## config.mk

```make
export PLATFORM = sky130hd
export DESIGN_NAME = systolic_ctrl_flat
export DESIGN_NICKNAME = d
export VERILOG_FILES = /design/src/rtl/systolic_ctrl_if.sv /design/src/rtl/systolic_ctrl.sv /design/src/flat_wrapper.sv
export SDC_FILE = /design/constraint.sdc
export NUM_CORES = 1
export LEC_CHECK = 0
export BUFFER_PORTS_ARGS = -buffer_cell sky130_fd_sc_hd__buf_2
export CAP_MARGIN = 40
export CELL_PAD_IN_SITES_DETAIL_PLACEMENT = 0
export CELL_PAD_IN_SITES_GLOBAL_PLACEMENT = 2
export CORE_ASPECT_RATIO = 1.1
export CORE_MARGIN = 1.5
export CORE_UTILIZATION = 30
export DETAILED_ROUTE_END_ITERATION = 12
export PLACE_DENSITY = 0.67
export SYNTH_ARGS = -nofsm -noshare
export SYNTH_HDL_FRONTEND = slang
export SYNTH_SLANG_ARGS = --single-unit
```

## constraint.sdc

```tcl
create_clock -name clk -period 5.3 [get_ports clk]
set_input_delay 0 -clock clk [delete_from_list [all_inputs] [get_ports clk]]
set_output_delay 0 -clock clk [all_outputs]
set_load 0.02 [all_outputs]
```

## src/rtl/systolic_ctrl_if.sv

```systemverilog
// systolic_ctrl_if: host bus for operand loading, start/done and result streaming.
interface systolic_ctrl_if #(parameter int N = 2, parameter int K = 4);
   logic ld_en;
   logic ld_sel;
   logic [$clog2(N*K)-1:0] ld_addr;
   logic signed [7:0] ld_data;
   logic start;
   logic busy;
   logic done;
   logic res_valid;
   logic res_ready;
   logic signed [31:0] res_data;
   logic [$clog2(N*N)-1:0] res_idx;
   logic ovf;
   modport master (output ld_en, ld_sel, ld_addr, ld_data, start, res_ready,
                   input busy, done, res_valid, res_data, res_idx, ovf);
   modport slave (input ld_en, ld_sel, ld_addr, ld_data, start, res_ready,
                  output busy, done, res_valid, res_data, res_idx, ovf);
endinterface

```

## src/rtl/systolic_ctrl.sv

```systemverilog
// systolic_ctrl: sequences clear/skewed feed/drain/readout for an N x N systolic array.
// Define SYSTOLIC_CTRL_OVF_STICKY_EN to build the sticky overflow flag.
module systolic_ctrl #(
   parameter int N = 2,
   parameter int K = 4,
   parameter int DRAIN = 2*N+2
) (
   input logic clk,
   input logic reset,
   systolic_ctrl_if.slave bus,
   output logic arr_clear,
   output logic arr_valid,
   output logic [N*8-1:0] a_edge,
   output logic [N*8-1:0] b_edge,
   input logic [N*N*32-1:0] y_in,
   input logic [N*N-1:0] ovf_in
);
   localparam int IW = $clog2(N*N);
   localparam int CW = $clog2(K+N+DRAIN);
   typedef enum logic [2:0] {S_IDLE, S_CLEAR, S_FEED, S_DRAIN, S_READ} state_t;
   state_t state, state_n;
   logic [CW-1:0] cnt;
   logic [IW-1:0] idx;
   logic signed [7:0] a_buf [N*K];
   logic signed [7:0] b_buf [N*K];
   logic signed [31:0] res [N*N];
   logic done_q;
   logic last_feed, last_drain, hs_last;
   assign last_feed = cnt == CW'(K+N-2);
   assign last_drain = cnt == CW'(DRAIN-1);
   assign hs_last = bus.res_ready && idx == IW'(N*N-1);
   assign bus.busy = state != S_IDLE;
   assign bus.done = done_q;
   assign bus.res_valid = state == S_READ;
   assign bus.res_idx = idx;
   assign bus.res_data = state == S_READ ? res[idx] : '0;
   assign arr_clear = state == S_CLEAR;
   assign arr_valid = state == S_FEED;
   always_comb begin
      state_n = state == S_IDLE  ? (bus.start ? S_CLEAR : S_IDLE)
              : state == S_CLEAR ? S_FEED
              : state == S_FEED  ? (last_feed ? S_DRAIN : S_FEED)
              : state == S_DRAIN ? (last_drain ? S_READ : S_DRAIN)
              : hs_last ? S_IDLE : S_READ;
   end
   // Row i / column j see operand k on feed cycle t = i+k / j+k.
   always_comb begin
      a_edge = '0;
      b_edge = '0;
      for (int i = 0; i < N; i++)
         for (int k = 0; k < K; k++)
            if (state == S_FEED && cnt == CW'(i+k)) begin
               a_edge[8*i +: 8] = a_buf[i*K+k];
               b_edge[8*i +: 8] = b_buf[k*N+i];
            end
   end
   always_ff @(posedge clk) begin
      if (reset) begin
         state <= S_IDLE;
         cnt <= '0;
         idx <= '0;
         done_q <= 1'b0;
         for (int p = 0; p < N*N; p++) res[p] <= '0;
         for (int p = 0; p < N*K; p++) begin
            a_buf[p] <= '0;
            b_buf[p] <= '0;
         end
      end else begin
         state <= state_n;
         cnt <= state_n != state ? '0 : cnt + 1'b1;
         done_q <= state == S_READ && hs_last;
         if (state == S_READ && bus.res_ready) idx <= hs_last ? '0 : idx + 1'b1;
         if (state == S_IDLE && bus.ld_en && int'(bus.ld_addr) < N*K) begin
            if (bus.ld_sel) b_buf[bus.ld_addr] <= bus.ld_data;
            else a_buf[bus.ld_addr] <= bus.ld_data;
         end
         if (state == S_DRAIN && last_drain)
            for (int p = 0; p < N*N; p++) res[p] <= signed'(y_in[32*p +: 32]);
      end
   end
`ifdef SYSTOLIC_CTRL_OVF_STICKY_EN
   logic ovf_q;
   always_ff @(posedge clk) begin
      if (reset || state == S_CLEAR) ovf_q <= 1'b0;
      else if ((state == S_FEED || state == S_DRAIN) && |ovf_in) ovf_q <= 1'b1;
   end
   assign bus.ovf = ovf_q;
`else
   logic unused_ovf;
   assign unused_ovf = ^ovf_in;
   assign bus.ovf = 1'b0;
`endif
endmodule

```

## src/flat_wrapper.sv

```systemverilog
// flat-port wrapper written by rule: the top's interface ports become plain ports
module systolic_ctrl_flat 
#(
   parameter int N = 2,
   parameter int K = 4,
   parameter int DRAIN = 2*N+2
)
  (clk, reset, arr_clear, arr_valid, a_edge, b_edge, y_in, ovf_in, bus_ld_en, bus_ld_sel, bus_ld_addr, bus_ld_data, bus_start, bus_res_ready, bus_busy, bus_done, bus_res_valid, bus_res_data, bus_res_idx, bus_ovf);
  systolic_ctrl_if #(.N(N), .K(K)) bus_i ();
  input logic clk;
  input logic reset;
  output logic arr_clear;
  output logic arr_valid;
  output logic [N*8-1:0] a_edge;
  output logic [N*8-1:0] b_edge;
  input logic [N*N*32-1:0] y_in;
  input logic [N*N-1:0] ovf_in;
  input wire logic [$bits(bus_i.ld_en)-1:0] bus_ld_en;
  input wire logic [$bits(bus_i.ld_sel)-1:0] bus_ld_sel;
  input wire logic [$bits(bus_i.ld_addr)-1:0] bus_ld_addr;
  input wire logic [$bits(bus_i.ld_data)-1:0] bus_ld_data;
  input wire logic [$bits(bus_i.start)-1:0] bus_start;
  input wire logic [$bits(bus_i.res_ready)-1:0] bus_res_ready;
  output wire logic [$bits(bus_i.busy)-1:0] bus_busy;
  output wire logic [$bits(bus_i.done)-1:0] bus_done;
  output wire logic [$bits(bus_i.res_valid)-1:0] bus_res_valid;
  output wire logic [$bits(bus_i.res_data)-1:0] bus_res_data;
  output wire logic [$bits(bus_i.res_idx)-1:0] bus_res_idx;
  output wire logic [$bits(bus_i.ovf)-1:0] bus_ovf;
  assign bus_i.ld_en = bus_ld_en;
  assign bus_i.ld_sel = bus_ld_sel;
  assign bus_i.ld_addr = bus_ld_addr;
  assign bus_i.ld_data = bus_ld_data;
  assign bus_i.start = bus_start;
  assign bus_i.res_ready = bus_res_ready;
  assign bus_busy = bus_i.busy;
  assign bus_done = bus_i.done;
  assign bus_res_valid = bus_i.res_valid;
  assign bus_res_data = bus_i.res_data;
  assign bus_res_idx = bus_i.res_idx;
  assign bus_ovf = bus_i.ovf;
  systolic_ctrl #(.N(N), .K(K), .DRAIN(DRAIN)) u_core (.clk(clk), .reset(reset), .bus(bus_i), .arr_clear(arr_clear), .arr_valid(arr_valid), .a_edge(a_edge), .b_edge(b_edge), .y_in(y_in), .ovf_in(ovf_in));
endmodule
```

# After elaboration in Yosys (flattened, before gate mapping)
# Memory sizes are Yosys's and may differ from the RTL's. A register that Yosys moved wholly into a read port is not among the register bits.
# Cells that the tools add are included.
# totals
regBits	10
mem_bits_rw	256
in_bits	149
elab_cells	91
memories	3
# classes
add_sub_neg	2
eq_ne	11
muxes	51
n_bitwise	4
reduce_logical	16
# memory_table
name	words	word_bits	read_ports	rd_ports_with_merged_regs	wr	line_no	text
u_core.res	4	32	1	1	4	systolic_ctrl.sv:26	logic signed [31:0] res [N*N];
u_core.a_buf	8	8	8	0	8	systolic_ctrl.sv:24	logic signed [7:0] a_buf [N*K];
u_core.b_buf	8	8	8	0	8	systolic_ctrl.sv:25	logic signed [7:0] b_buf [N*K];
# ops
operator	count
two-way mux 32 bit	5
two-way mux 8 bit	18
two-way mux 3 bit	8
two-way mux 1 bit	17
OR reduction 8 bit	2
logical AND 1 bit	10
== test 4 x 2 -> 1 bit, second input constant	2
== test 4 x 3 -> 1 bit, second input constant	2
== test 3 x 2 -> 1 bit, second input constant	2
two-way mux 2 bit	3
adder 4 x 1 -> 4 bit, second input constant	1
== test 4 x 1 -> 1 bit, second input constant	1
zero test 4 bit	1
bitwise OR 1 bit	4
== test 3 x 1 -> 1 bit, second input constant	1
== test 3 bit, second input constant	1
zero test 3 bit	1
!= test 3 bit	1
nonzero test 3 bit	1
adder 2 x 1 -> 2 bit, second input constant	1
== test 2 bit, second input constant	1
OR reduction 2 bit	1

# Longest topological paths before layout
# Gate-level depths: netlist of the first run.
# logic_depth
word_depth	9
ltp_mapped	8
mapped_depth_nobuf	6

# Worst setup path before layout of the first run
# No wires, ideal clock.
# synth_timing
kind	reg2reg
startpoint	register u_core.cnt[0]
endpoint	memory u_core.res[0][0], enable pin
setup_ps	509
arrival_ps	3728
t_required_ps	4791
setup_slack_ps	1063
path_stages_with_launch	5
path_buffers	0
path_cell_list	dfxtp_1 > ha_1 > and3_1 > nand3_1 > nand2b_1
# synth_lines
item	line_no	text
from (decl)	systolic_ctrl.sv:22	logic [CW-1:0] cnt;
from (signal assigned)	systolic_ctrl.sv:70	cnt <= state_n != state ? '0 : cnt + 1'b1;
to (decl)	systolic_ctrl.sv:26	

# Worst setup path after layout of the first run
# layout_timing
startpoint	register u_core.state[1]
endpoint	output port b_edge[0]
# layout_via
elab_chain_len	6
elab_cells_between_ends	9
classes_between	eq/ne (1); mux (4); reduce/logical (4)
# layout_rtl
item	line_no	text
from (decl)	systolic_ctrl.sv:21	state_t state, state_n;
from (signal assigned)	systolic_ctrl.sv:69	state <= state_n;
== test 3 x 2 -> 1 bit *	systolic_ctrl.sv:52	if (state == S_FEED && cnt == CW'(i+k)) begin
logical AND 1 bit	systolic_ctrl.sv:52	
two-way mux 8 bit (3 in series)	systolic_ctrl.sv:52	
two-way mux 8 bit *	systolic_ctrl.sv:52	
to (decl)	flat_wrapper.sv:15	output logic [N*8-1:0] b_edge;
# Every way passes the cells marked *; elsewhere a longest branch is shown, timed or not.

==> results of run 1 <==
worst max-delay path, delay by kind of cell (launching register included):
| family | cells | cell delay [ns] |
|---|---|---|
| AO/OA/AOI/OAI | 1 | 0.28 |
| AND/OR/NAND/NOR | 3 | 1.69 |
| flip-flops | 1 | 0.63 |
| buffers and inverters | 1 | 0.19 |
power groups by stage:
stage | Combinational, mW | Sequential (mW) | Clock (mW)
global route | 0.369 | 2.42 | 2.19
floorplan | 0.138 | 2.45 | 0
finish | 0.336 | 2.41 | 2.06
global placement | 0.252 | 2.45 | 0
detailed placement | 0.261 | 2.46 | 0
CTS | 0.341 | 2.41 | 2.12
sequential cells by signal, summed over array words and instances, names as in the netlist, named ones only:
| signal | cells |
|---|---|
| u_core.cnt | 4 |
| u_core.b_buf | 64 |
| u_core.res | 128 |
| u_core.a_buf | 64 |
| u_core.bus.done | 1 |
| u_core.bus.res_idx | 2 |
| u_core.state | 3 |
timing repair:
| action | 4_1_cts | 5_1_grt |
|---|---|---|
| hold endpoints to repair | 233 | 0 |
| hold buffers | 139 | 0 |
| setup buffers | 0 | 0 |
kinds of logic (layout without fill, tap and decap cells):
group,Yosys count,count (layout)
AO/OA/AOI/OAI,122,122
XOR/XNOR,2,2
adder cells (fa/ha/maj),5,5
buffers and inverters,69,436
flip-flops,268,268
multiplexers,33,33
other,1,1
AND/OR/NAND/NOR,395,395
through the flow:
stage | area, um2 | hold WS, ns | total power, mW
floorplan | 12200 | 0.0897 | 2.59
global route | 16300 | 0.0464 | 4.98
global placement | 13800 | 0.258 | 2.70
detailed placement | 13900 | 0.273 | 2.72
CTS | 16300 | 0.00834 | 4.87
finish | 16300 | 0.0497 | 4.80
area by class of cell:
class / instances / area [um2]
Timing Repair Buffer: 371 / 2610
Multi-Input combinational cell: 558 / 4070
Sequential cell: 268 / 7930
Inverter: 8 / 30.0
Fill cell: 3798 / 24000
Tap cell: 513 / 642
Clock inverter: 18 / 168
Clock buffer: 39 / 806
path summary, 6_finish.rpt:
kind	from	to	cells after the start
setup reg to reg	u_core.state[1]	u_core.b_buf[0][3]	4
hold / removal	bus_ld_data[5]	u_core.b_buf[5][5]	2
setup / recovery	u_core.state[1]	b_edge[0]	5
hold reg to reg	u_core.cnt[0]	u_core.cnt[0]	1
routing by layer:
| metal | GRT usage | part of all wire |
|---|---|---|
| met4 | 0.0377 | 0.017 |
| met1 | 0.173 | 0.42 |
| met3 | 0.0370 | 0.065 |
| met2 | 0.259 | 0.50 |
| met5 | 0 | 0 |
cell usage after synthesis, types with 12 or more instances:
cell / number
a21oi_1: 21
a221oi_1: 15
a22o_1: 16
and2_1: 288
clkbuf_1: 52
dfxtp_1: 12
edfxtp_1: 256
mux4_2: 32
nand2_1: 21
nor2_1: 13
nor2b_1: 19
nor3_1: 12
o21ai_0: 50
o2bb2ai_1: 16
or2_2: 16
==> results_dict.tcl, run 1 <==
set metrics [dict create \
    status "finished clean" \
    syn_nets 1049 \
    cts-root-buf "clkbuf_16" \
    yosysSeqAreaShare 0.647 \
    hold_class "in2reg" \
    ys_async_sr_fraction 0 \
    avgSynthCellArea_um2 13.7 \
    row_count 77 \
    layout.nets 1392 \
    yosys_warnings 0 \
    slew-limit-headroom 0.401 \
    synth_adder_area_share 0.00511 \
    tightest_slew_ns 0.891 \
    via_count 8059 \
    worstPathRequired_ns 5.30 \
    vias_per_cell 4.54 \
    syn-cell-area_um2 12200 \
    rsz0062_at_grt "false" \
    switching_share 0.216 \
    clock_power_share 0.428 \
    grt_pass1_wl_mm 47.7 \
    synth-xor-area-share 0.00143 \
    gp_congestion 0.719 \
    port_buffers 215 \
    ant_nets 0 \
    fp.dieW_um 196 \
    p_seq_frac 0.502 \
    synthMuxAreaShare 0.0597 \
    crit_type "reg2out" \
    power_density_nw_per_um2 296 \
    p_leak_nw 6.34 \
    ios 221 \
    fmax_mhz 298 \
    placed_cells 1579 \
    drive_gt1_frac 0.264 \
    finish.utilization 0.404 \
    dp_hpwl_mm 19.8 \
    r2r_setup_slack_ns 2.41 \
    clkTransAtPathRegs_ns 0.06 \
    ir_drop_v 0.000238 \
    drt-initial-drc-count 324 \
    synth_compound_area_frac 0.0654 \
    cp_slowest_stage_delay_ns 0.69 \
    fin_skew_ns 0.0144 \
    tritoncts "yes" \
    synth_edf_count 256 \
    slew_viol_final 0 \
    cts_buffers 31 \
    dieHeight_um 215 \
    h-tree-depth 1 \
    wl_per_cell_um 17.1 \
    diodes 0 \
    critPathArrivalTime_ns 3.36 \
    ctsLongestPathBuffers 3 \
    synth_top_family_by_area "simple AND/OR/NAND/NOR gates" \
    start_util 0.304 \
    synth.distinct_cells 41 \
    min_period_over_period 0.633 \
    fin_tns_setup_ns 0 \
    synth_top_area_share 0.628 \
    cp-end-kind "output pin" \
    place_ws_ns 2.41 \
    grt_overflow 0 \
    clk_latency_ns 0.56 \
    period_needed_ns 3.36 \
    setup_ws_ns 1.94 \
    drc_errors 0 \
    first_global_vias 8658 \
    finalSetupViolCount 0 \
    first_pass_iters 6 \
    layout_commonest_cell "and2_1" \
    yosys.area_share.simple 0.198 \
    yosysTopAreaCell "edfxtp_1" \
    final_cell_count_no_fill 1775 \
    netlist_instances 895 \
    synth_area_leaders "edfxtp_1 (63%), and2_1 (15%), mux4_2 (5.9%), o21ai_0 (2.0%), dfxtp_1 (2.0%)" \
    antenna_found_initial 0 \
    cap_violations 0 \
    critPathLaunchType "flop" \
    p_sw_mw 1.03 \
    p_int_mw 3.77 \
    hold_viol_final 0 \
    grt_util_all_layers 0.145 \
    slowest_stage "or3_1" \
    final_cell_mix "and2_1 (288), edfxtp_1 (256), buf_2 (217)" \
    synthFlopType "edfxtp_1" \
    ys_ff_latch 268 \
    fp.coreArea_um2 40300 \
    pwr-share-comb 0.070 \
    area_growth_syn_to_layout_pct 32.7 \
    cts_resized 0 \
    path_max_fanout 18 \
    cts.sinks 268 \
    die_area_um2 42000 \
    totalWireLength_mm 30.4 \
    cp_cell_sequence "or3b_1 > or3_1 > nor2_4 > a22o_1 > buf_2" \
    grt_max_degree 81 \
]
(Power assumes the default switching activity.)
==> run 2: changes to the inputs <==
==> constraint.sdc (replaced) <==
create_clock -name clk -period 3.1 [get_ports clk]
set_input_delay 0 -clock clk [delete_from_list [all_inputs] [get_ports clk]]
set_output_delay 0 -clock clk [all_outputs]
set_load 0.02 [all_outputs]
==> results_dict.tcl, run 2 (same netlist as run 1, synthesis figures left out) <==
set metrics [dict create \
    status "finished clean" \
    slew-limit-headroom 0.453 \
    top_regs "u_core.res x128, u_core.a_buf x64, u_core.b_buf x64" \
    hold_class "in2reg" \
    r2r_setup_slack_ns 0.65 \
    tightest_slew_ns 0.820 \
    vias_per_cell 4.58 \
    seqCellArea_um2 7930 \
    row_count 77 \
    grt_util_all_layers 0.148 \
    gp_congestion 0.741 \
    highest_layer "met5" \
    fmax_mhz 346 \
    crit_type "reg2out" \
    wl_met3_mm 2.07 \
    fp.coreArea_um2 40300 \
    endpoint "b_edge[7]" \
    period_needed_ns 2.89 \
    rr_worst_depth 5 \
    final_cell_mix "and2_1 (288), edfxtp_1 (256), buf_2 (215)" \
    fin_skew_ns 0.0108 \
    min_period_over_period 0.931 \
    grt_overflow 0 \
    power_density_nw_per_um2 496 \
    wl_met2_mm 15.3 \
    cp-end-kind "output pin" \
    dp_hpwl_mm 20.6 \
    first_pass_iters 4 \
    totalWireLength_mm 31.2 \
    finalSetupViolCount 0 \
    h-tree-depth 1 \
    r2r-end "u_core.a_buf[0][3]" \
    tritoncts "yes" \
    clk_latency_ns 0.56 \
    cap_violations 0 \
    largest_reg_flops 128 \
    hold_ws_ns 0.0433 \
    fillCellCount 3832 \
    start_util 0.304 \
    die_area_um2 42000 \
    grt_pass1_wl_mm 48.3 \
    drive_gt1_frac 0.270 \
    critPathArrivalTime_ns 2.89 \
    fin_tns_setup_ns 0 \
    first_global_vias 8634 \
    port_buffers 215 \
    wl_per_cell_um 17.4 \
    r2r-start "u_core.state[1]" \
    ir_drop_v 0.000337 \
    via_count 8179 \
    clkTransAtPathRegs_ns 0.06 \
    layout.nets 1405 \
    rsz0062_at_grt "false" \
    fp.dieW_um 196 \
    area_growth_syn_to_layout_pct 33.3 \
    wl_met1_mm 13.3 \
    critPathLaunchType "flop" \
    worstPathRequired_ns 3.10 \
    p_leak_nw 6.41 \
    crit_start "u_core.state[0]" \
    ant_nets 0 \
    cts_buffers 31 \
    drc_errors 0 \
    ctsLongestPathBuffers 3 \
    ios 221 \
    multi_input_area_um2 4070 \
    postCtsSetupBuffers 0 \
    cts_resized 0 \
    largest-register "u_core.res" \
    grt_max_degree 129 \
    layout_commonest_cell "and2_1" \
    slew_viol_final 0 \
    diodes 0 \
    antenna_found_initial 1 \
    dieHeight_um 215 \
    hold_viol_final 0 \
    path_max_fanout 16 \
    cts-root-buf "clkbuf_16" \
    cts.sinks 268 \
    drt-initial-drc-count 263 \
]
-- run 2: through the flow --
step / area (um2) / cells / setup slack [ns] / power (mW) / utilization
finish: 16300 / 1787 / 0.213 / 8.10 / 0.405
global route: 16300 / 1787 / 0.0500 / 8.41 / 0.405
CTS: 16300 / 1787 / 0.170 / 8.22 / 0.405
detailed placement: 14000 / 1595 / 0.644 / 4.66 / 0.348
global placement: 14000 / 1595 / 0.691 / 4.65 / 0.348
floorplan: 12300 / 895 / 0.296 / 4.42 / -
-- run 2: final cells by class --
type	count	share of cell area
Clock buffer	37	0.0489
Clock inverter	19	0.00835
Inverter	8	0.00184
Multi-Input combinational cell	558	0.249
Sequential cell	268	0.486
Tap cell	513	0.0393
Timing Repair Buffer	384	0.167
-- run 2: worst max-delay path: stages (launching register included) --
cell and delay [ns]:
dfxtp_1 0.42, or3b_1 0.49, or3_1 0.53, nor2_4 0.43, a22o_1 0.26, buf_2 0.19
-- run 2: worst min-delay path by stage --
stage                         startpoint                 end  slack (ns)  cells past startpoint
after floorplan                    reset     u_core.state[1]        0.09                      1
after global routing      bus_ld_data[6]  u_core.b_buf[3][6]        0.02                      2
final                     bus_ld_data[6]  u_core.a_buf[1][6]        0.04                      2
after CTS                 bus_ld_data[6]  u_core.b_buf[0][6]       0.006                      2
after global placement     bus_res_ready     u_core.state[2]        0.26                      2
after detailed placement   bus_res_ready     u_core.state[2]        0.27                      2
-- run 2: per-layer routing --
layer  global-route usage  up-vias
met2                0.257      236
met3               0.0378       33
met1                0.182     3948
met4               0.0395        2
li1                     -     3960
met5                    0        -
-- run 2: timing repair --
item | in CTS | in global routing
setup endpoints to repair | 0 | 0
endpoints found under the hold margin | 163 | 0
hold buffers | 136 | 0
-- run 2: report_power, final --
group	switching, mW	internal (mW)	leakage, nW
Sequential	0.0385	4.08	2.74
Combinational	0.304	0.283	3.21
Clock	1.41	1.98	0.455
Total	1.75	6.34	6.41
==> run 3: changes to the inputs <==
==> constraint.sdc (replaced) <==
create_clock -name clk -period 3.2 [get_ports clk]
set_input_delay 0 -clock clk [delete_from_list [all_inputs] [get_ports clk]]
set_output_delay 0 -clock clk [all_outputs]
set_load 0.02 [all_outputs]
==> results_dict.tcl, run 3 (same netlist as run 1, synthesis figures left out) <==
set metrics [dict create \
    status "finished clean" \
    min-delay-start "bus_ld_data[2]" \
    first_pass_iters 4 \
    h-tree-depth 1 \
    p_sw_mw 1.74 \
    placedInstanceArea_um2 14100 \
    wl_per_cell_um 17.7 \
    via_count 8172 \
    dieHeight_um 215 \
    fmax_mhz 341 \
    antenna_found_initial 0 \
    hold_class "in2reg" \
    ctsLongestPathBuffers 3 \
    p_int_mw 6.17 \
    grt_pass1_wl_mm 49.4 \
    grt_util_all_layers 0.152 \
    gp_congestion 0.718 \
    switching_share 0.220 \
    setup_ws_ns 0.271 \
    tritoncts "yes" \
    fin_tns_setup_ns 0 \
    ir_drop_v 0.000372 \
    largest_reg_flops 128 \
    p_seq_frac 0.505 \
    crit_type "reg2out" \
    port_buffers 215 \
    final_design_area_no_fill_um2 16400 \
    drt-initial-drc-count 275 \
    drive_gt1_frac 0.273 \
    final_cell_mix "and2_1 (288), edfxtp_1 (256), buf_2 (215)" \
    cp_cell_sequence "inv_1 > ha_1 > buf_4 > nor2b_1 > o21ai_0 > a22o_1 > buf_2" \
    cp_slowest_stage_delay_ns 0.68 \
    pwr-share-comb 0.073 \
    slowest_stage "ha_1" \
    cp-end-kind "output pin" \
    path_max_fanout 32 \
    min_period_over_period 0.915 \
    row_count 77 \
    p_leak_nw 6.43 \
    critPathArrivalTime_ns 2.93 \
    hold_viol_final 0 \
    diodes 0 \
    cts-root-buf "clkbuf_16" \
    slew_viol_final 0 \
    period_needed_ns 2.93 \
    cts_buffers 31 \
    final_cell_count_no_fill 1790 \
    clock_power_share 0.423 \
    ant_nets 0 \
    finalSetupViolCount 0 \
    placed_cells 1594 \
    ios 221 \
    power_density_nw_per_um2 482 \
    fp.coreArea_um2 40300 \
    die_area_um2 42000 \
    layout_commonest_cell "and2_1" \
    tightest_slew_ns 0.823 \
    first_global_vias 8677 \
    area_growth_syn_to_layout_pct 34.0 \
    grt_max_degree 40 \
    largest-register "u_core.res" \
    vias_per_cell 4.57 \
    fin_skew_ns 0.0123 \
    fp.dieW_um 196 \
    crit_start "u_core.cnt[0]" \
    grt_overflow 0 \
    hold_ws_ns 0.0373 \
    cts.sinks 268 \
    worstPathRequired_ns 3.20 \
    cap_violations 0 \
    dp_hpwl_mm 20.7 \
    r2r-start "u_core.state[0]" \
    layout.nets 1406 \
    rsz0062_at_grt "false" \
    clkTransAtPathRegs_ns 0.06 \
    slew-limit-headroom 0.452 \
    place_ws_ns 0.585 \
    critPathLaunchType "flop" \
    totalWireLength_mm 31.8 \
    clk_latency_ns 0.58 \
    drc_errors 0 \
    top_regs "u_core.res x128, u_core.a_buf x64, u_core.b_buf x64" \
    start_util 0.304 \
]
==> run 3: cell types whose count changed in the layout (fill, tap and decap cells not counted), moves of 3 or more <==
| cell | before | now |
|---|---|---|
| clkbuf_8 | 0 | 3 |
| clkinv_1 | 13 | 3 |
| buf_12 | 3 | 6 |
| clkinv_2 | 2 | 5 |
| clkbuf_1 | 6 | 12 |
| buf_4 | 30 | 26 |
==> run 3: repair_timing <==
item / CTS / global route
setup endpoints to repair: 0 / 0
resized for setup: 0 / 0
hold buffers: 138 / 0
buffers inserted: 0 / 0
hold endpoints to repair: 203 / 0
==> run 3: metal layers <==
layer,global-route usage,vias up,part of all wire
met1,0.188,3949,0.43
met2,0.267,228,0.49
met5,0,-,0
met4,0.0408,0,0.018
li1,-,3956,-
met3,0.0353,39,0.066
==> run 3: area by class of cell <==
class / instances / area (um2)
Fill cell: 3827 / 23900
Timing Repair Buffer: 385 / 2770
Sequential cell: 268 / 7930
Clock inverter: 12 / 101
Inverter: 8 / 30.0
Clock buffer: 46 / 862
Tap cell: 513 / 642
Multi-Input combinational cell: 558 / 4070
==> run 3: worst paths after layout <==
kind | endpoint | slack (ns) | depth (start not counted)
setup / recovery | b_edge[1] | 0.27 | 7
hold / removal | u_core.a_buf[0][2] | 0.04 | 2
setup reg to reg | u_core.a_buf[2][6] | 0.59 | 4
hold reg to reg | u_core.cnt[0] | 0.49 | 1
==> run 3: worst max-delay path, delay by kind of cell (launching register included) <==
kind	cells	cell delay, ns
AOI/OAI and AO/OA	2	0.43
DFF	1	0.35
adders and majority gates	1	0.68
buffers and inverters	3	0.69
and+or+nand+nor	1	0.18
==> run 3: power by group through the flow <==
stage / clock network (mW) / logic, mW / registers [mW]
2_1_floorplan: 0 / 0.228 / 4.05
3_3_place_gp: 0 / 0.446 / 4.06
3_5_place_dp: 0 / 0.449 / 4.07
4_1_cts: 3.46 / 0.581 / 3.99
5_1_grt: 3.60 / 0.626 / 4.00
6_report: 3.35 / 0.574 / 3.99
==> run 3: stage by stage <==
stage                     total power [mW]   util
final                                 7.91  0.407
after global routing                  8.23  0.407
after CTS                             8.03  0.407
after detailed placement              4.52  0.349
after global placement                4.51  0.349
after floorplan                       4.28      -
